File: config.mk
export PLATFORM = sky130hd
export DESIGN_NAME = wb_host_master
export DESIGN_NICKNAME = d
export VERILOG_FILES = /design/src/rtl/wb_host_pkg.sv /design/src/rtl/wb_host_master.sv
export SDC_FILE = /design/constraint.sdc
export NUM_CORES = 1
export LEC_CHECK = 0
export CORE_UTILIZATION = 41
export DETAILED_ROUTE_END_ITERATION = 16
export PLACE_DENSITY_LB_ADDON = 0.05
export SLEW_MARGIN = 5
export SYNTH_ARGS = -nofsm -noshare
export SYNTH_HDL_FRONTEND = slang
export SYNTH_SLANG_ARGS = --single-unit
File: constraint.sdc
create_clock -name wb_clk_i -period 2.2 [get_ports wb_clk_i]
set_input_delay 0.33 -clock wb_clk_i [delete_from_list [all_inputs] [get_ports wb_clk_i]]
set_output_delay 0.33 -clock wb_clk_i [all_outputs]
set_load 0.05 [all_outputs]
File: src/rtl/wb_host_pkg.sv
// Shared types and constants for the Wishbone host-command master.
package wb_host_pkg;

  localparam int WB_AW           = 32;
  localparam int WB_DW           = 32;
  localparam int WB_SW           = 4;
  localparam int TIMEOUT_DEFAULT = 255;

  typedef enum logic [1:0] {
    ST_IDLE = 2'd0,
    ST_BUS  = 2'd1,
    ST_RESP = 2'd2
  } state_t;

endpackage

File: src/rtl/wb_host_master.sv
// Single-outstanding Wishbone classic master bridging a valid/ready command
// channel to one bus cycle and a valid/ready response, with an ack timeout.
module wb_host_master
  import wb_host_pkg::*;
#(
  parameter int TIMEOUT = TIMEOUT_DEFAULT
) (
  input  logic             wb_clk_i,
  input  logic             wb_rst_i,
  input  logic             cmd_valid,
  output logic             cmd_ready,
  input  logic             cmd_we,
  input  logic [WB_AW-1:0] cmd_adr,
  input  logic [WB_DW-1:0] cmd_dat,
  input  logic [WB_SW-1:0] cmd_sel,
  output logic             rsp_valid,
  input  logic             rsp_ready,
  output logic [WB_DW-1:0] rsp_dat,
  output logic             rsp_err,
  output logic             wbm_cyc_o,
  output logic             wbm_stb_o,
  output logic             wbm_we_o,
  output logic [WB_SW-1:0] wbm_sel_o,
  output logic [WB_AW-1:0] wbm_adr_o,
  output logic [WB_DW-1:0] wbm_dat_o,
  input  logic             wbm_ack_i,
  input  logic [WB_DW-1:0] wbm_dat_i
);

  localparam logic [7:0] WAIT_LAST = 8'(TIMEOUT - 1);

  state_t           state, state_nxt;
  logic [7:0]       wait_cnt, wait_cnt_nxt;
  logic             we_q;
  logic [WB_AW-1:0] adr_q;
  logic [WB_DW-1:0] dat_q;
  logic [WB_SW-1:0] sel_q;
  logic [WB_DW-1:0] rsp_dat_q, rsp_dat_nxt;
  logic             rsp_err_q, rsp_err_nxt;
  logic             cmd_take;
  logic             rsp_load;
  logic             in_bus;
  logic             in_resp;

  always_ff @(posedge wb_clk_i) begin
    if (wb_rst_i) begin
      state     <= ST_IDLE;
      wait_cnt  <= 8'd0;
      we_q      <= 1'b0;
      adr_q     <= '0;
      dat_q     <= '0;
      sel_q     <= '0;
      rsp_dat_q <= '0;
      rsp_err_q <= 1'b0;
    end else begin
      state    <= state_nxt;
      wait_cnt <= wait_cnt_nxt;
      if (cmd_take) begin
        we_q  <= cmd_we;
        adr_q <= cmd_adr;
        dat_q <= cmd_dat;
        sel_q <= cmd_sel;
      end
      if (rsp_load) begin
        rsp_dat_q <= rsp_dat_nxt;
        rsp_err_q <= rsp_err_nxt;
      end
    end
  end

  // Ack is tested before the wait limit so a last-cycle ack still completes cleanly.
  always_comb begin
    state_nxt    = state;
    wait_cnt_nxt = wait_cnt;
    cmd_take     = 1'b0;
    rsp_load     = 1'b0;
    rsp_dat_nxt  = '0;
    rsp_err_nxt  = 1'b0;
    case (state)
      ST_IDLE: begin
        if (cmd_valid) begin
          cmd_take     = 1'b1;
          wait_cnt_nxt = 8'd0;
          state_nxt    = ST_BUS;
        end
      end
      ST_BUS: begin
        if (wbm_ack_i) begin
          rsp_load    = 1'b1;
          rsp_dat_nxt = we_q ? '0 : wbm_dat_i;
          state_nxt   = ST_RESP;
        end else if (wait_cnt == WAIT_LAST) begin
          rsp_load    = 1'b1;
          rsp_err_nxt = 1'b1;
          state_nxt   = ST_RESP;
        end else begin
          wait_cnt_nxt = wait_cnt + 8'd1;
        end
      end
      ST_RESP: begin
        if (rsp_ready) state_nxt = ST_IDLE;
      end
      default: state_nxt = ST_IDLE;
    endcase
  end

  assign in_bus  = (state == ST_BUS);
  assign in_resp = (state == ST_RESP);

  assign cmd_ready = (state == ST_IDLE) && !wb_rst_i;
  assign wbm_cyc_o = in_bus;
  assign wbm_stb_o = in_bus;
  assign wbm_we_o  = in_bus && we_q;
  assign wbm_adr_o = in_bus ? adr_q : '0;
  assign wbm_sel_o = in_bus ? sel_q : '0;
  assign wbm_dat_o = (in_bus && we_q) ? dat_q : '0;
  assign rsp_valid = in_resp;
  assign rsp_dat   = in_resp ? rsp_dat_q : '0;
  assign rsp_err   = in_resp && rsp_err_q;

endmodule
==> impl_metrics.json, run 1 <==
{
  "outcome": "completed",
  "syn_nets": 666,
  "place_inst": 877,
  "grt_use_total_pct": 22.72,
  "layout.nets": 856,
  "routedWlPerCell_um": 14.68,
  "yosysUniqueCellTypes": 31,
  "place_area_um2": 7875,
  "synth.top_cell.area_share_pct": 48.85,
  "place_hpwl_um": 9457,
  "drc": 0,
  "grt_max_degree": 56,
  "io_buffers": 211,
  "synthArstFlopShare_pct": 0,
  "p_leak_nw": 3.229,
  "ys.flop_type": "dfxtp_1",
  "nFillCells": 793,
  "cpPeakStageDelay_ns": 0.48,
  "final_cell_mix": "nand2_1, dfxtp_1, buf_12",
  "vias_per_cell": 5.026,
  "gr-total-overflow": 0,
  "synth_area_per_cell_um2": 8.225,
  "rsz0062_at_grt": "false",
  "end_kind": "output pin",
  "grt_pass1_wl_um": 20780,
  "final_common_cell": "nand2_1",
  "path_cells": "nor2b_4 > buf_4 > and3_1 > buf_12",
  "clk_pin_slew_ns": 0.10,
  "critPathArrivalTime_ns": 1.74,
  "hold_end": "adr_q[0]",
  "finalHoldViolations": 0,
  "cap_violations": 0,
  "drive_gt1_share_pct": 19.55,
  "ir_worst_vdd_v": 0.0003859,
  "yosys_register_bits": 112,
  "core_area_um2": 10890,
  "period_needed_ns": 2.075,
  "relSlewSlack_pct": 62.41,
  "antenna_found_initial": 0,
  "clock_latency_ns": 0.36,
  "setup_ws_ns": 0.1253,
  "yosysSeqAreaShare_pct": 48.85,
  "power_density_nw_per_um2": 526.7,
  "tightest_slew_ns": 0.5638,
  "fin_setup_tns_ns": 0,
  "fin_area_um2": 8095,
  "start_util_pct": 42.15,
  "fin_cells": 892,
  "cp_slowest_cell": "dfxtp_1",
  "setup_viol": 0,
  "die_y_um": 107.8,
  "synthCells": 558,
  "diodes": 0,
  "max_freq_mhz": 482.0,
  "clock_sinks": 112,
  "drv_slew": 0,
  "gp_congestion": 0.7853,
  "area_growth_pct": 76.39,
  "path_class": "flop to output pin",
  "rr_worst_depth": 6,
  "first_pass_iters": 4,
  "numCtsBuffers": 9,
  "vias": 4483,
  "syn-cell-area_um2": 4589,
  "hp-class": "primary input to flop",
  "fp-row-count": 38,
  "drt_iter0_drc": 334,
  "start_kind": "flop",
  "hold_depth": 2,
  "ant_nets": 0,
  "synth_area_leaders": "dfxtp_1, nand2_1, and2_1, a21oi_1, a22o_1",
  "hp-start": "wb_rst_i",
  "dieWidth_um": 107.8,
  "io_pins": 212,
  "crit_path_max_fanout": 21,
  "cts_tree": "done",
  "synth_largest_area_cell": "dfxtp_1",
  "hold_buffers": 0,
  "root_buffer": "clkbuf_8",
  "yosysWarningCount": 0,
  "routed_wl_um": 13100,
  "htreeDepth": 3,
  "post_cts_buffers": 0,
  "place_ws_ns": 0.2128,
  "clockBufferDepth": 2,
  "grt_pass1_vias": 4306,
  "r2r-start": "state[0]",
  "r2r-end": "rsp_dat_q[8]",
  "fin_crit_sh_pct": 94.30,
  "fin_worst_skew_ns": 0.008892,
  "dieArea_um2": 11620,
  "rrSetupSlack_ns": 0.40,
  "synth-edff-count": 0,
  "cp_data_required_time_ns": 1.87
}
-- stage by stage --
stage / hold WS, ns / util [%] / power, mW
global placement: 0.4368 / 72.33 / 2.973
detailed placement: 0.4430 / 72.33 / 2.993
floorplan: 0.4266 / - / 2.588
global route: 0.2417 / 74.35 / 4.453
finish: 0.2412 / 74.35 / 4.264
CTS: 0.2239 / 74.34 / 4.315
-- cell type report --
class	count	area, µm²	area share, %
Clock buffer	10	137.6	1.700
Timing Repair Buffer	226	3281	40.53
Clock inverter	5	81.33	1.005
Sequential cell	112	2243	27.71
Multi-Input combinational cell	398	2173	26.85
Inverter	1	3.754	0.04637
Tap cell	140	175.2	2.164
-- sequential cells by signal, indices dropped and copies added (netlist names) --
signal and count:
rsp_err_q 1, adr_q 32, state 2, dat_q 32
rsp_dat_q 32, we_q 1, wait_cnt 8, sel_q 4
-- critical path: cells and delay by family (launching register included) --
family | cells | cell delay, ns
flops | 1 | 0.48
buf+inv | 2 | 0.40
simple gates | 2 | 0.49
-- per-layer routing --
layer	share of wire (%)	wire (µm)	vias up	GRT usage, %
li1	-	-	2244	-
met1	41	5378	2057	27.37
met2	50	6546	166	39.47
met3	7.4	969	16	5.145
met4	1.6	204	0	7.926
met5	0	0	-	0
-- report_power, final --
part	switching, mW	total, mW	internal, mW
clock network	0.652	1.32	0.666
logic	0.384	0.760	0.376
registers	0.0514	2.19	2.13
total	1.09	4.26	3.18
-- cells in the mapped netlist (6+ instances only) --
library cell / n
buf_2: 11
and3_1: 32
nand2_1: 142
nand3_1: 11
and2_1: 70
a22o_1: 32
a21oi_1: 75
a31oi_1: 6
clkbuf_1: 35
dfxtp_1: 112
-- cell families after synthesis --
family	count (synthesis)	synth area share (%)
compound gates	119	16.11
fa+ha+maj	2	0.5452
buf+inv	48	4.308
flops	112	48.85
mux	1	0.2453
simple gates	276	29.93
-- worst max-delay path by stage --
stage,from,endpoint,slack [ns]
6_report,state[0],wbm_dat_o[5],0.13
5_1_grt,state[0],wbm_dat_o[5],0.02
4_1_cts,state[1],rsp_dat[26],0.09
3_5_place_dp,wbm_ack_i,wait_cnt[6],0.21
3_3_place_gp,wbm_ack_i,wait_cnt[5],0.27
2_1_floorplan,state[1],rsp_dat[22],0.04
-- what timing repair did --
item | 4_1_cts | 5_1_grt
setup endpoints to repair | 0 | 10
resized for setup | 0 | 1
hold endpoints to repair | 0 | 0
Power figures use the tool's default switching activity.
==> run 2: changes to the inputs <==
--- a/config.mk
+++ b/config.mk
@@ -7,6 +7,7 @@
 export LEC_CHECK = 0
 export CORE_UTILIZATION = 41
 export DETAILED_ROUTE_END_ITERATION = 16
+export HOLD_SLACK_MARGIN = 0.02
 export PLACE_DENSITY_LB_ADDON = 0.05
 export SLEW_MARGIN = 5
 export SYNTH_ARGS = -nofsm -noshare
==> results of run 2 <==
Same layout as run 1: the final DEF is identical, and so are final timing and power.
==> run 3: changes to the inputs <==
--- a/config.mk
+++ b/config.mk
@@ -5,6 +5,7 @@
 export SDC_FILE = /design/constraint.sdc
 export NUM_CORES = 1
 export LEC_CHECK = 0
+export CORE_MARGIN = 2
 export CORE_UTILIZATION = 41
 export DETAILED_ROUTE_END_ITERATION = 16
 export HOLD_SLACK_MARGIN = 0.02
==> run 3 against run 2 <==
Core utilization is 0.20 points lower. Combinational power is 0.5% lower. Sequential share of layout area is 0.088 points higher. Largest cell class unchanged. Final cell count is 0.11% higher. Via count is 1.5% higher. Hold slack better by 0.21 ns. Wire length is 1.9% higher.
==> impl_metrics.json, run 3 (synthesis gave the netlist of run 1 again) <==
{
  "outcome": "completed",
  "cp_data_required_time_ns": 1.87,
  "path_class": "flop to output pin",
  "fin_setup_tns_ns": 0,
  "cts_tree": "done",
  "start_kind": "flop",
  "cap_violations": 0,
  "first_pass_iters": 4,
  "critPathArrivalTime_ns": 1.70,
  "r2r-start": "state[0]",
  "clock_latency_ns": 0.37,
  "largestRegisters": "adr_q: 32 flops, dat_q: 32 flops, rsp_dat_q: 32 flops",
  "finalHoldViolations": 0,
  "hold_buffers": 0,
  "layout.nets": 856,
  "max_freq_mhz": 491.8,
  "grt_max_degree": 51,
  "io_buffers": 211,
  "dieWidth_um": 109.8,
  "fin_worst_skew_ns": 0.008600,
  "final_common_cell": "nand2_1",
  "hp-class": "flop to flop",
  "rrSetupSlack_ns": 0.49,
  "antenna_found_initial": 1,
  "start_util_pct": 42.15,
  "die_y_um": 109.8,
  "routed_wl_um": 13350,
  "critical_path.startpoint": "state[1]",
  "fp-row-count": 38,
  "r2r-end": "rsp_dat_q[31]",
  "rr_worst_depth": 6,
  "period_needed_ns": 2.033,
  "gr-total-overflow": 0,
  "drc": 0,
  "ant_nets": 0,
  "gp_congestion": 0.7509,
  "grt_use_total_pct": 22.73,
  "rsz0062_at_grt": "false",
  "hold_end": "adr_q[6]",
  "drt_iter0_drc": 505,
  "dieArea_um2": 12060,
  "tightest_slew_ns": 0.5335,
  "hold_depth": 2,
  "clock_sinks": 112,
  "fin_crit_sh_pct": 92.42,
  "numCtsBuffers": 9,
  "vias_per_cell": 5.096,
  "root_buffer": "clkbuf_8",
  "utilization_pct": 74.16,
  "clk_pin_slew_ns": 0.10,
  "p_leak_nw": 3.222,
  "io_pins": 212,
  "area_growth_pct": 75.93,
  "place_hpwl_um": 9778,
  "core_area_um2": 10890,
  "routedWlPerCell_um": 14.95,
  "ir_worst_vdd_v": 0.0004397,
  "hp-start": "adr_q[6]",
  "drv_slew": 0,
  "vias": 4551,
  "grt_pass1_wl_um": 21750,
  "clockBufferDepth": 2,
  "crit_path_max_fanout": 33,
  "nFillCells": 810,
  "setup_viol": 0,
  "htreeDepth": 3,
  "grt_pass1_vias": 4438,
  "relSlewSlack_pct": 64.44,
  "drive_gt1_share_pct": 19.55,
  "final_cell_mix": "nand2_1, dfxtp_1, buf_12",
  "end_kind": "output pin",
  "power_density_nw_per_um2": 512.1
}
## run 3: cell count changes in the layout (fill, tap and decap cells not counted)
cell,change
buf_4,-2
buf_6,+2
clkinv_2,+2
bufinv_16,-1
clkbuf_1,+1
clkinv_4,-1
clkinvlp_4,-1
dfxtp_1,-1
dfxtp_2,+1
diode_2,+1
## run 3: worst max path at each step
| stage | to | depth (start not counted) |
|---|---|---|
| floorplan | rsp_dat[22] | 3 |
| global placement | wait_cnt[5] | 5 |
| detailed placement | wait_cnt[6] | 4 |
| CTS | wbm_dat_o[3] | 4 |
| global route | rsp_dat[21] | 4 |
| finish | rsp_dat[21] | 4 |
## run 3: area by class of cell
cell class,instances,area (µm²),share of cell area [%]
Antenna cell,1,2.502,0.03099
Clock buffer,11,141.4,1.751
Clock inverter,4,45.04,0.5579
Inverter,1,3.754,0.04649
Multi-Input combinational cell,398,2173,26.92
Sequential cell,112,2245,27.80
Tap cell,140,175.2,2.170
Timing Repair Buffer,226,3288,40.73
## run 3: what timing repair did
action	in CTS	in global routing
gates resized for setup	1	3
endpoints found under the setup margin	3	78
setup buffers	0	0
## run 3: stage by stage
stage / cell area, µm² / setup WS, ns / total power [mW] / hold slack, ns / instances
2_1_floorplan: 4589 / 0.04161 / 2.588 / 0.4266 / 558
3_3_place_gp: 7875 / 0.2503 / 2.971 / 0.4364 / 877
3_5_place_dp: 7875 / 0.2221 / 2.991 / 0.4422 / 877
4_1_cts: 8063 / 0.01558 / 4.180 / 0.4568 / 892
5_1_grt: 8071 / 0.01138 / 4.332 / 0.4759 / 892
6_report: 8074 / 0.1667 / 4.135 / 0.4538 / 893
## run 3: metal layers
layer	vias to the layer above	track usage [%]	wire length, µm
li1	2243	-	-
met2	175	39.44	6622
met3	11	9.010	1216
met5	-	0	0
met4	0	5.515	161
met1	2122	26.08	5353
## run 3: worst max-delay path: stages, from the launching register on
cell	delay, ns
dfxtp_2	0.45
nor2b_1	0.27
buf_6	0.24
and2_1	0.22
buf_12	0.15
## run 3: where the power goes
| group | internal, mW | switching, mW | leakage (nW) |
|---|---|---|---|
| clock | 0.547 | 0.645 | 0.0990 |
| combinational | 0.375 | 0.381 | 2.21 |
| sequential | 2.13 | 0.0530 | 0.916 |
